==> src/rtl/alu_cmd_queue.sv <==
// alu_cmd_queue: issue stage in front of a 32-bit combinational ALU.
//
// Commands are buffered in a DEPTH-entry FIFO. The head entry drives the ALU
// inputs combinationally. The ALU result and flags are captured into one
// registered response slot with a valid/ready handshake. SGT (5) and SLT (7)
// are resolved here, so the response always carries a defined 0/1 result.
//
// Ports:
//   clk, rst_n          clock, asynchronous active-low reset
//   cmd_*               command request (valid/ready, opcode, operands, shamt, tag)
//   alu_opcode/input1/input2/shiftValue   drive to the ALU (0 while the FIFO is empty)
//   alu_result/carryFlag/zeroFlag/signFlag   ALU outputs
//   rsp_*               registered response (valid/ready, result, flags, tag, err)
//   q_count             FIFO occupancy; the response slot is not counted
module alu_cmd_queue #(
    parameter int unsigned WIDTH = 32,
    parameter int unsigned DEPTH = 4,
    parameter int unsigned TAG_W = 4
) (
    input  logic                     clk,
    input  logic                     rst_n,
    // command side
    input  logic                     cmd_valid,
    output logic                     cmd_ready,
    input  logic [3:0]               cmd_opcode,
    input  logic [WIDTH-1:0]         cmd_a,
    input  logic [WIDTH-1:0]         cmd_b,
    input  logic [4:0]               cmd_shamt,
    input  logic [TAG_W-1:0]         cmd_tag,
    // ALU side
    output logic [3:0]               alu_opcode,
    output logic [WIDTH-1:0]         alu_input1,
    output logic [WIDTH-1:0]         alu_input2,
    output logic [4:0]               alu_shiftValue,
    input  logic [WIDTH-1:0]         alu_result,
    input  logic                     alu_carryFlag,
    input  logic                     alu_zeroFlag,
    input  logic                     alu_signFlag,
    // response side
    output logic                     rsp_valid,
    input  logic                     rsp_ready,
    output logic [WIDTH-1:0]         rsp_result,
    output logic                     rsp_carry,
    output logic                     rsp_zero,
    output logic                     rsp_sign,
    output logic [TAG_W-1:0]         rsp_tag,
    output logic                     rsp_err,
    output logic [$clog2(DEPTH):0]   q_count
);

    localparam int unsigned PtrW = $clog2(DEPTH);
    localparam int unsigned CntW = PtrW + 1;

    localparam logic [3:0] OpSgt       = 4'd5;
    localparam logic [3:0] OpSlt       = 4'd7;
    localparam logic [3:0] OpLastLegal = 4'd10;

    // FIFO storage. Not reset: contents are only visible while counted valid.
    logic [3:0]       op_mem_q  [DEPTH];
    logic [WIDTH-1:0] a_mem_q   [DEPTH];
    logic [WIDTH-1:0] b_mem_q   [DEPTH];
    logic [4:0]       sh_mem_q  [DEPTH];
    logic [TAG_W-1:0] tag_mem_q [DEPTH];

    logic [PtrW-1:0] wr_ptr_q, wr_ptr_d;
    logic [PtrW-1:0] rd_ptr_q, rd_ptr_d;
    logic [CntW-1:0] count_q, count_d;

    logic             rsp_valid_q, rsp_valid_d;
    logic [WIDTH-1:0] rsp_result_q, rsp_result_d;
    logic             rsp_carry_q, rsp_carry_d;
    logic             rsp_zero_q, rsp_zero_d;
    logic             rsp_sign_q, rsp_sign_d;
    logic [TAG_W-1:0] rsp_tag_q, rsp_tag_d;
    logic             rsp_err_q, rsp_err_d;

    logic             q_empty;
    logic             push;
    logic             slot_free;
    logic             issue;
    logic [3:0]       head_op;
    logic [WIDTH-1:0] head_a;
    logic [WIDTH-1:0] head_b;
    logic [4:0]       head_sh;
    logic [TAG_W-1:0] head_tag;
    logic             cmp_gt;
    logic             cmp_lt;
    logic             cmp_res;

    // Handshake decode; cmd_ready depends on registered occupancy only.
    assign q_empty   = (count_q == '0);
    assign cmd_ready = (count_q != CntW'(DEPTH));
    assign push      = cmd_valid && cmd_ready;
    assign slot_free = !rsp_valid_q || rsp_ready;
    assign issue     = !q_empty && slot_free;

    assign head_op  = op_mem_q[rd_ptr_q];
    assign head_a   = a_mem_q[rd_ptr_q];
    assign head_b   = b_mem_q[rd_ptr_q];
    assign head_sh  = sh_mem_q[rd_ptr_q];
    assign head_tag = tag_mem_q[rd_ptr_q];

    assign cmp_gt  = ($signed(head_a) > $signed(head_b));
    assign cmp_lt  = ($signed(head_a) < $signed(head_b));
    assign cmp_res = (head_op == OpSgt) ? cmp_gt : cmp_lt;

    // ALU drive: quiet zeros while empty so stale storage never reaches the ALU.
    always_comb begin
        alu_opcode     = '0;
        alu_input1     = '0;
        alu_input2     = '0;
        alu_shiftValue = '0;
        if (!q_empty) begin
            alu_opcode     = head_op;
            alu_input1     = head_a;
            alu_input2     = head_b;
            alu_shiftValue = head_sh;
        end
    end

    // Pointer and occupancy next state.
    always_comb begin
        wr_ptr_d = wr_ptr_q;
        rd_ptr_d = rd_ptr_q;
        count_d  = count_q;
        if (push) begin
            wr_ptr_d = wr_ptr_q + PtrW'(1);
        end
        if (issue) begin
            rd_ptr_d = rd_ptr_q + PtrW'(1);
        end
        unique case ({push, issue})
            2'b10:   count_d = count_q + CntW'(1);
            2'b01:   count_d = count_q - CntW'(1);
            default: count_d = count_q;
        endcase
    end

    // Response slot next state. Data registers only move on issue, which keeps
    // them stable while a response is stalled.
    always_comb begin
        rsp_valid_d  = rsp_valid_q;
        rsp_result_d = rsp_result_q;
        rsp_carry_d  = rsp_carry_q;
        rsp_zero_d   = rsp_zero_q;
        rsp_sign_d   = rsp_sign_q;
        rsp_tag_d    = rsp_tag_q;
        rsp_err_d    = rsp_err_q;
        if (issue) begin
            rsp_valid_d  = 1'b1;
            rsp_result_d = alu_result;
            rsp_carry_d  = alu_carryFlag;
            rsp_zero_d   = alu_zeroFlag;
            rsp_sign_d   = alu_signFlag;
            rsp_tag_d    = head_tag;
            rsp_err_d    = (head_op > OpLastLegal);
            // Signed compares are resolved locally; the ALU output is ignored.
            if ((head_op == OpSgt) || (head_op == OpSlt)) begin
                rsp_result_d = WIDTH'(cmp_res);
                rsp_zero_d   = !cmp_res;
                rsp_sign_d   = 1'b0;
                rsp_carry_d  = 1'b0;
            end
        end else if (rsp_ready) begin
            rsp_valid_d = 1'b0;
        end
    end

    always_ff @(posedge clk) begin
        if (push) begin
            op_mem_q[wr_ptr_q]  <= cmd_opcode;
            a_mem_q[wr_ptr_q]   <= cmd_a;
            b_mem_q[wr_ptr_q]   <= cmd_b;
            sh_mem_q[wr_ptr_q]  <= cmd_shamt;
            tag_mem_q[wr_ptr_q] <= cmd_tag;
        end
    end

    always_ff @(posedge clk or negedge rst_n) begin
        if (!rst_n) begin
            wr_ptr_q     <= '0;
            rd_ptr_q     <= '0;
            count_q      <= '0;
            rsp_valid_q  <= 1'b0;
            rsp_result_q <= '0;
            rsp_carry_q  <= 1'b0;
            rsp_zero_q   <= 1'b0;
            rsp_sign_q   <= 1'b0;
            rsp_tag_q    <= '0;
            rsp_err_q    <= 1'b0;
        end else begin
            wr_ptr_q     <= wr_ptr_d;
            rd_ptr_q     <= rd_ptr_d;
            count_q      <= count_d;
            rsp_valid_q  <= rsp_valid_d;
            rsp_result_q <= rsp_result_d;
            rsp_carry_q  <= rsp_carry_d;
            rsp_zero_q   <= rsp_zero_d;
            rsp_sign_q   <= rsp_sign_d;
            rsp_tag_q    <= rsp_tag_d;
            rsp_err_q    <= rsp_err_d;
        end
    end

    assign rsp_valid  = rsp_valid_q;
    assign rsp_result = rsp_result_q;
    assign rsp_carry  = rsp_carry_q;
    assign rsp_zero   = rsp_zero_q;
    assign rsp_sign   = rsp_sign_q;
    assign rsp_tag    = rsp_tag_q;
    assign rsp_err    = rsp_err_q;
    assign q_count    = count_q;

endmodule
==> config.mk <==
export PLATFORM = sky130hd
export DESIGN_NAME = alu_cmd_queue
export DESIGN_NICKNAME = d
export VERILOG_FILES = /design/src/rtl/alu_cmd_queue.sv
export SDC_FILE = /design/constraint.sdc
export NUM_CORES = 1
export LEC_CHECK = 0
export ABC_CLOCK_PERIOD_IN_PS = 4000
export CAP_MARGIN = 20
export CORE_ASPECT_RATIO = 1.2
export CORE_UTILIZATION = 30
export DETAILED_ROUTE_END_ITERATION = 10
export GPL_ROUTABILITY_DRIVEN = 0
export PLACE_DENSITY = 0.6
export SKIP_CTS_REPAIR_TIMING = 1
export SLEW_MARGIN = 5
export SYNTH_ARGS = -nofsm -noshare
export SYNTH_HDL_FRONTEND = slang
export SYNTH_SLANG_ARGS = --single-unit
==> constraint.sdc <==
create_clock -name clk -period 4 [get_ports clk]
set_clock_uncertainty 0.15 [all_clocks]
set_input_delay 0.8 -clock clk [delete_from_list [all_inputs] [get_ports clk]]
set_output_delay 0.8 -clock clk [all_outputs]
set_load 0.01 [all_outputs]
---- After elaboration in Yosys (flattened, before gate mapping) ----
Memories as Yosys holds them, arrays and structs flattened. A register that Yosys moved wholly into a read port is not among the register bits.
Index checks and enable logic that the tools add are counted.
storage, ports and cells
  register bits after elaboration ......... 44
  latch bits .............................. 0
  bits in writable memories ............... 308
  ROM bits ................................ 0
  input bits .............................. 116
  word-level logic and storage cells ...... 51
  memories ................................ 5
cells by class
  $add $sub $neg .......................... 4
  multiply operators ...................... 0
  divide/modulo/power cells ............... 0
  order comparisons ....................... 3
  equal/unequal tests ..................... 5
  shifts and indexed selects .............. 0
  multiplexer cells ....................... 14
  bitwise gates (word level) .............. 0
  reduce and logical (&&, ||, !) cells .... 11
memories
  memory     depth  width  rd ports  clocked after Yosys merged registers in  wr ports  line  text
  a_mem_q    4      32     1         0                                        1         60    logic [WIDTH-1:0] a_mem_q [DEPTH];
  b_mem_q    4      32     1         0                                        1         61    logic [WIDTH-1:0] b_mem_q [DEPTH];
  sh_mem_q   4      5      1         0                                        1         62    logic [4:0] sh_mem_q [DEPTH];
  op_mem_q   4      4      1         0                                        1         59    logic [3:0] op_mem_q [DEPTH];
  tag_mem_q  4      4      1         1                                        1         63    logic [TAG_W-1:0] tag_mem_q [DEPTH];
operator list
  operator               count
  $mux W32               3
  $gt A32 B32 Y1         1
  $lt A32 B32 Y1         1
  $eq A4 B3 Y1 const B   2
  $mux W1                8
  $pmux W3 S2            1
  $mux W5                1
  $add A2 B1 Y2 const B  2
  $gt A4 B4 Y1 const B   1
  $logic_not A1 Y1       4
  $mux W4                1
  $reduce_bool A2 Y1     2
  $add A3 B1 Y3 const B  1
  $logic_not A3 Y1       1
  $ne A3 B3 Y1 const B   1
  $sub A3 B1 Y3 const B  1
  $eq A2 B1 Y1 const B   1
  $eq A2 B2 Y1 const B   1
  $logic_and A1 B1 Y1    2
  $logic_or A1 B1 Y1     2

---- Longest topological paths before layout ----
  depth in word-level cells ............... 5
  gate-level depth with buffers ........... 14
  mapped depth without buffers ............ 11

---- Worst setup path after synthesis ----
Ideal clock, no wire load.
  kind .................................... reg2reg
  start ................................... register rd_ptr_q[0]
  end ..................................... register rsp_zero_q, in the netlist rsp_zero
  setup time .............................. 0.067 ns
  arrival ................................. 3.304 ns
  data required time ...................... 3.783 ns
  setup slack ............................. 0.478 ns
  cell stages (with the launch flop) ...... 15
  buffers on the path ..................... 3
  cell sequence ........................... dfrtp_1 > buf_2 > buf_2 > buf_2 > mux4_2 > inv_1 > ha_1 > a41oi_2 > o21ai_2 > a221oi_2 > o211ai_1 > a21oi_2 > xor2_2 > mux2i_1 > o221a_1
between the ends
  cells in the longest elaborated chain, start to end .. 5
  elaborated cells between the ends (all ways) .. 11
  classes of those cells .................. order compare: 2; eq/ne: 2; mux: 2; reduce/logical: 2; memory: 3
RTL lines
  what                                          line  text
  from (decl)                                   66    logic [PtrW-1:0] rd_ptr_q, rd_ptr_d;
  from (signal assigned)                        193   rd_ptr_q <= rd_ptr_d;
  $mem_v2 Z4 W32, or another cell as far along  n/a
  $lt A32 B32 Y1, or another cell as far along  104   assign cmp_lt = ($signed(head_a) < $signed(head_b));
  $mux W1                                       105   assign cmp_res = (head_op == OpSgt) ? cmp_gt : cmp_lt;
  $logic_not A1 Y1                              160   rsp_zero_d = !cmp_res;
  $mux W1 (*)                                   158   if ((head_op == OpSgt) || (head_op == OpSlt)) begin
  to (signal assigned)                          198   rsp_zero_q <= rsp_zero_d;
  to (decl)                                     72    logic rsp_zero_q, rsp_zero_d;
Mark *: on every way between the ends. The rest lies on a longest branch, timed or not.
A chain may end at the register's enable or synchronous reset.

---- Worst setup path in the final report ----
  start ................................... register rd_ptr_q[0]
  end ..................................... output alu_opcode[1]
between the ends
  cells in the longest elaborated chain, start to end .. 2
RTL lines
  what           line  text
  $mem_v2 Z4 W4  n/a
  $mux W4        113   if (!q_empty) begin
  to (decl)      31    output logic [3:0] alu_opcode,
No other way between the ends.

==> results.md <==
- Portion of synthesized cell area occupied by the leading cell type: 64.42%
- Capture point of the worst reg-to-reg path: rsp_result[0]
- Cell count after synthesis: 821
- Placed cell area: 17640 um^2
- Maximum VDD drop: 0.4031 mV
- Routed WL: 34.68 mm
- CP Data Arrival Time: 2.83 ns
- Count of flip-flops with a built-in enable after synthesis: 308
- Combined global-route utilization of all metal layers: 14.42%
- DP Worst Slack: 0.2879 ns
- Hold crit path type: in2async
- GR Overflow Total: 0
- Final-layout setup total negative slack: 0 ns
- Number of nets in the layout: 1238
- Origin of the critical flop-to-flop path: rd_ptr_q[0]
- Crit path time final: 3.776 ns
- Portion of the post-synthesis area used by sequential elements: 72.79%
- Clock tree from TritonCTS: built
- Cell types with the highest counts after synthesis: edfxtp_1, nand2_1, mux4_2, dfrtp_1, nor2b_1
- Fraction of registers with async set/reset: 13.48%
- Fmax: 264.9 MHz
- Core area: 47130 um^2
- Drc violations: 0
- Required time worst endpoint: 3.05 ns
- Most repeated cell in the gate-level netlist after synthesis: edfxtp_1
- Total number of clock tree sinks: 356
- Leak: 6.721 nW
- Die Y-Extent: 241.6 um
- Max-capacitance violation count: 0
- Clock Latency Late Sink: 0.55 ns
- Yosys warning total: 0
- Post-Synthesis Mean Instance Area: 17.49 um^2
- Mean number of vias per cell: 4.587
- Worst path setup slack after routing: 0.2244 ns
- Global-route wire length before repair: 52.24 mm
- Max-slew violation count: 0
- Starting utilization of the core area: 30.46%
- Crit path to: alu_opcode[1]
- Maximum number of pins on one net before global-route repair: 49
- Type of the setup path with the least slack: reg2out
- Primary FF master, synth: edfxtp_1
- CP Capture Type: output port
- Cell type contributing the most total cell area after synthesis: edfxtp_1
- PD cells: 820.5 nW/um^2
- Number of global-route vias before repair: 8508
- Type of origin of the critical path: flip-flop
- Count of pins on the block boundary: 234
- Num CTS Buffers: 38
- Routed WL per cell: 19.98 um
- Nets in the synthesized netlist: 975
- Post-synthesis cell type count: 37
- Final antenna-violating net count: 0
- Area Overhead vs Synth: 31.35%
- FILL cells: 4285
- Antenna violations before repair: 5
- Worst reg-to-reg setup slack: 0.32 ns
- Share of layout cells above drive strength 1: 15.20%
- Chip width: 201.7 um
- Final count of negative-setup-slack endpoints: 0
- Final period utilization: 94.39%
- Clock-pin slew on the worst setup and hold paths: 0.06 ns
- Number of DRC violations after detailed-routing iteration 0: 352
- Final hold violation count: 0
- Worst-path fanout max: 24
- First-pass iteration count of the detailed router: 7
- Area of the mapped netlist: 14360 um^2
- Ranking of synthesized cells by area: edfxtp_1, mux4_2, dfrtp_1
- Number of buffers on the longest clock path: 3
- Outcome: completed
- HPWL Detailed: 23.56 mm
- Cell chosen for the clock root: clkbuf_16
- Final instance area: 18860 um^2
- Launching element of the worst setup path: rd_ptr_q[0]
- Die area: 48740 um^2
- Worst Tran Pin Value: 0.6619 ns
- Slew HR: 55.87%
- Vias after detailed routing: 7963
- Quantity of I/O buffers inserted on ports: 233
- Number of flip-flops and latches in the synthesized netlist: 356
- Depth of the worst register-to-register path: 11
- Row count: 87
- Unrepaired setup endpoints after global routing: false
- CTS H-tree lvls: 2
-- worst min-delay path by stage --
| stage | start | endpoint | slack (ns) | cells after the start |
|---|---|---|---|---|
| floorplan | rst_n | q_count[0] | 0.35 | 0 |
| global placement | rsp_result[30] | rsp_result[30] | 0.30 | 2 |
| detailed placement | rsp_sign | rsp_sign | 0.30 | 2 |
| CTS | rst_n | q_count[0] | 0.21 | 2 |
| global route | rst_n | rsp_result[22] | 0.26 | 2 |
| finish | rst_n | rsp_result[15] | 0.22 | 2 |
-- critical path, cell delays in order, from the launching register on --
cell             delay, ns
dfrtp_4               0.55
buf_6                 0.38
mux4_2                0.65
nor2b_1               0.18
clkdlybuf4s50_1       0.51
-- flip-flops by register name (all words and copies together), names as in the netlist --
register    count
wr_ptr_q        2
op_mem_q       16
rsp_sign        1
rsp_tag         4
rsp_err         1
a_mem_q       128
q_count         3
tag_mem_q      16
rsp_carry       1
sh_mem_q       20
b_mem_q       128
rsp_zero        1
rsp_result     32
rd_ptr_q        2
rsp_valid       1
-- power by group --
| part | switching, mW | internal (mW) | total, mW |
|---|---|---|---|
| combinational | 3.48 | 3.27 | 6.75 |
| sequential | 0.286 | 4.97 | 5.25 |
| clock | 1.41 | 2.06 | 3.47 |
-- layer usage --
metal | track usage, % | up-vias | share of wire (%)
li1 | - | 3656 | -
met1 | 17.52 | 3990 | 40
met2 | 24.86 | 246 | 51
met3 | 3.127 | 63 | 5.7
met4 | 5.660 | 8 | 2.9
met5 | 0 | - | 0.13
-- stage by stage --
step	util, %	total power, mW	instances	hold slack, ns
2_1_floorplan	-	8.969	821	0.3544
3_3_place_gp	37.43	12.21	1668	0.2982
3_5_place_dp	37.43	12.24	1668	0.3042
4_1_cts	40.01	15.78	1736	0.2067
5_1_grt	40.00	16.41	1735	0.2555
6_report	40.01	15.47	1736	0.2161
-- layout make-up --
class,count,area [um^2],share of cell area [%]
clock inverters,14,185.2,0.9820
diodes,1,2.502,0.01327
clock buffers,54,1031,5.467
well taps,623,779.5,4.134
repair buffers,261,2629,13.94
flip-flops and latches,356,10460,55.46
multi-input cells,386,3618,19.19
inverters,41,153.9,0.8161
-- cells in the final DEF, fill, tap and decap left out, types with 4 or more instances in the layout --
cell,count
a21oi_1,13
nor2_1,37
clkdlybuf4s50_1,232
xnor2_1,4
clkinv_1,4
inv_1,40
buf_4,20
o21ai_0,6
bufinv_16,4
clkinv_2,4
clkbuf_1,14
nand4_1,5
edfxtp_1,308
dfrtp_1,46
clkbuf_16,38
mux4_2,77
buf_12,7
ha_1,37
and3_4,4
nor2b_1,43
nand2_1,92
nand3_1,39
-- logic make-up after synthesis --
family	Yosys count	share of synthesized area, %
DFF	356	72.79
muxes	78	12.15
AOI/OAI and AO/OA	32	1.516
and+or+nand+nor	231	7.521
adders and majority gates	38	3.364
xor gates and xnor gates	7	0.4794
buffers and inverters	79	2.179
Power figures use the tool's default switching activity.
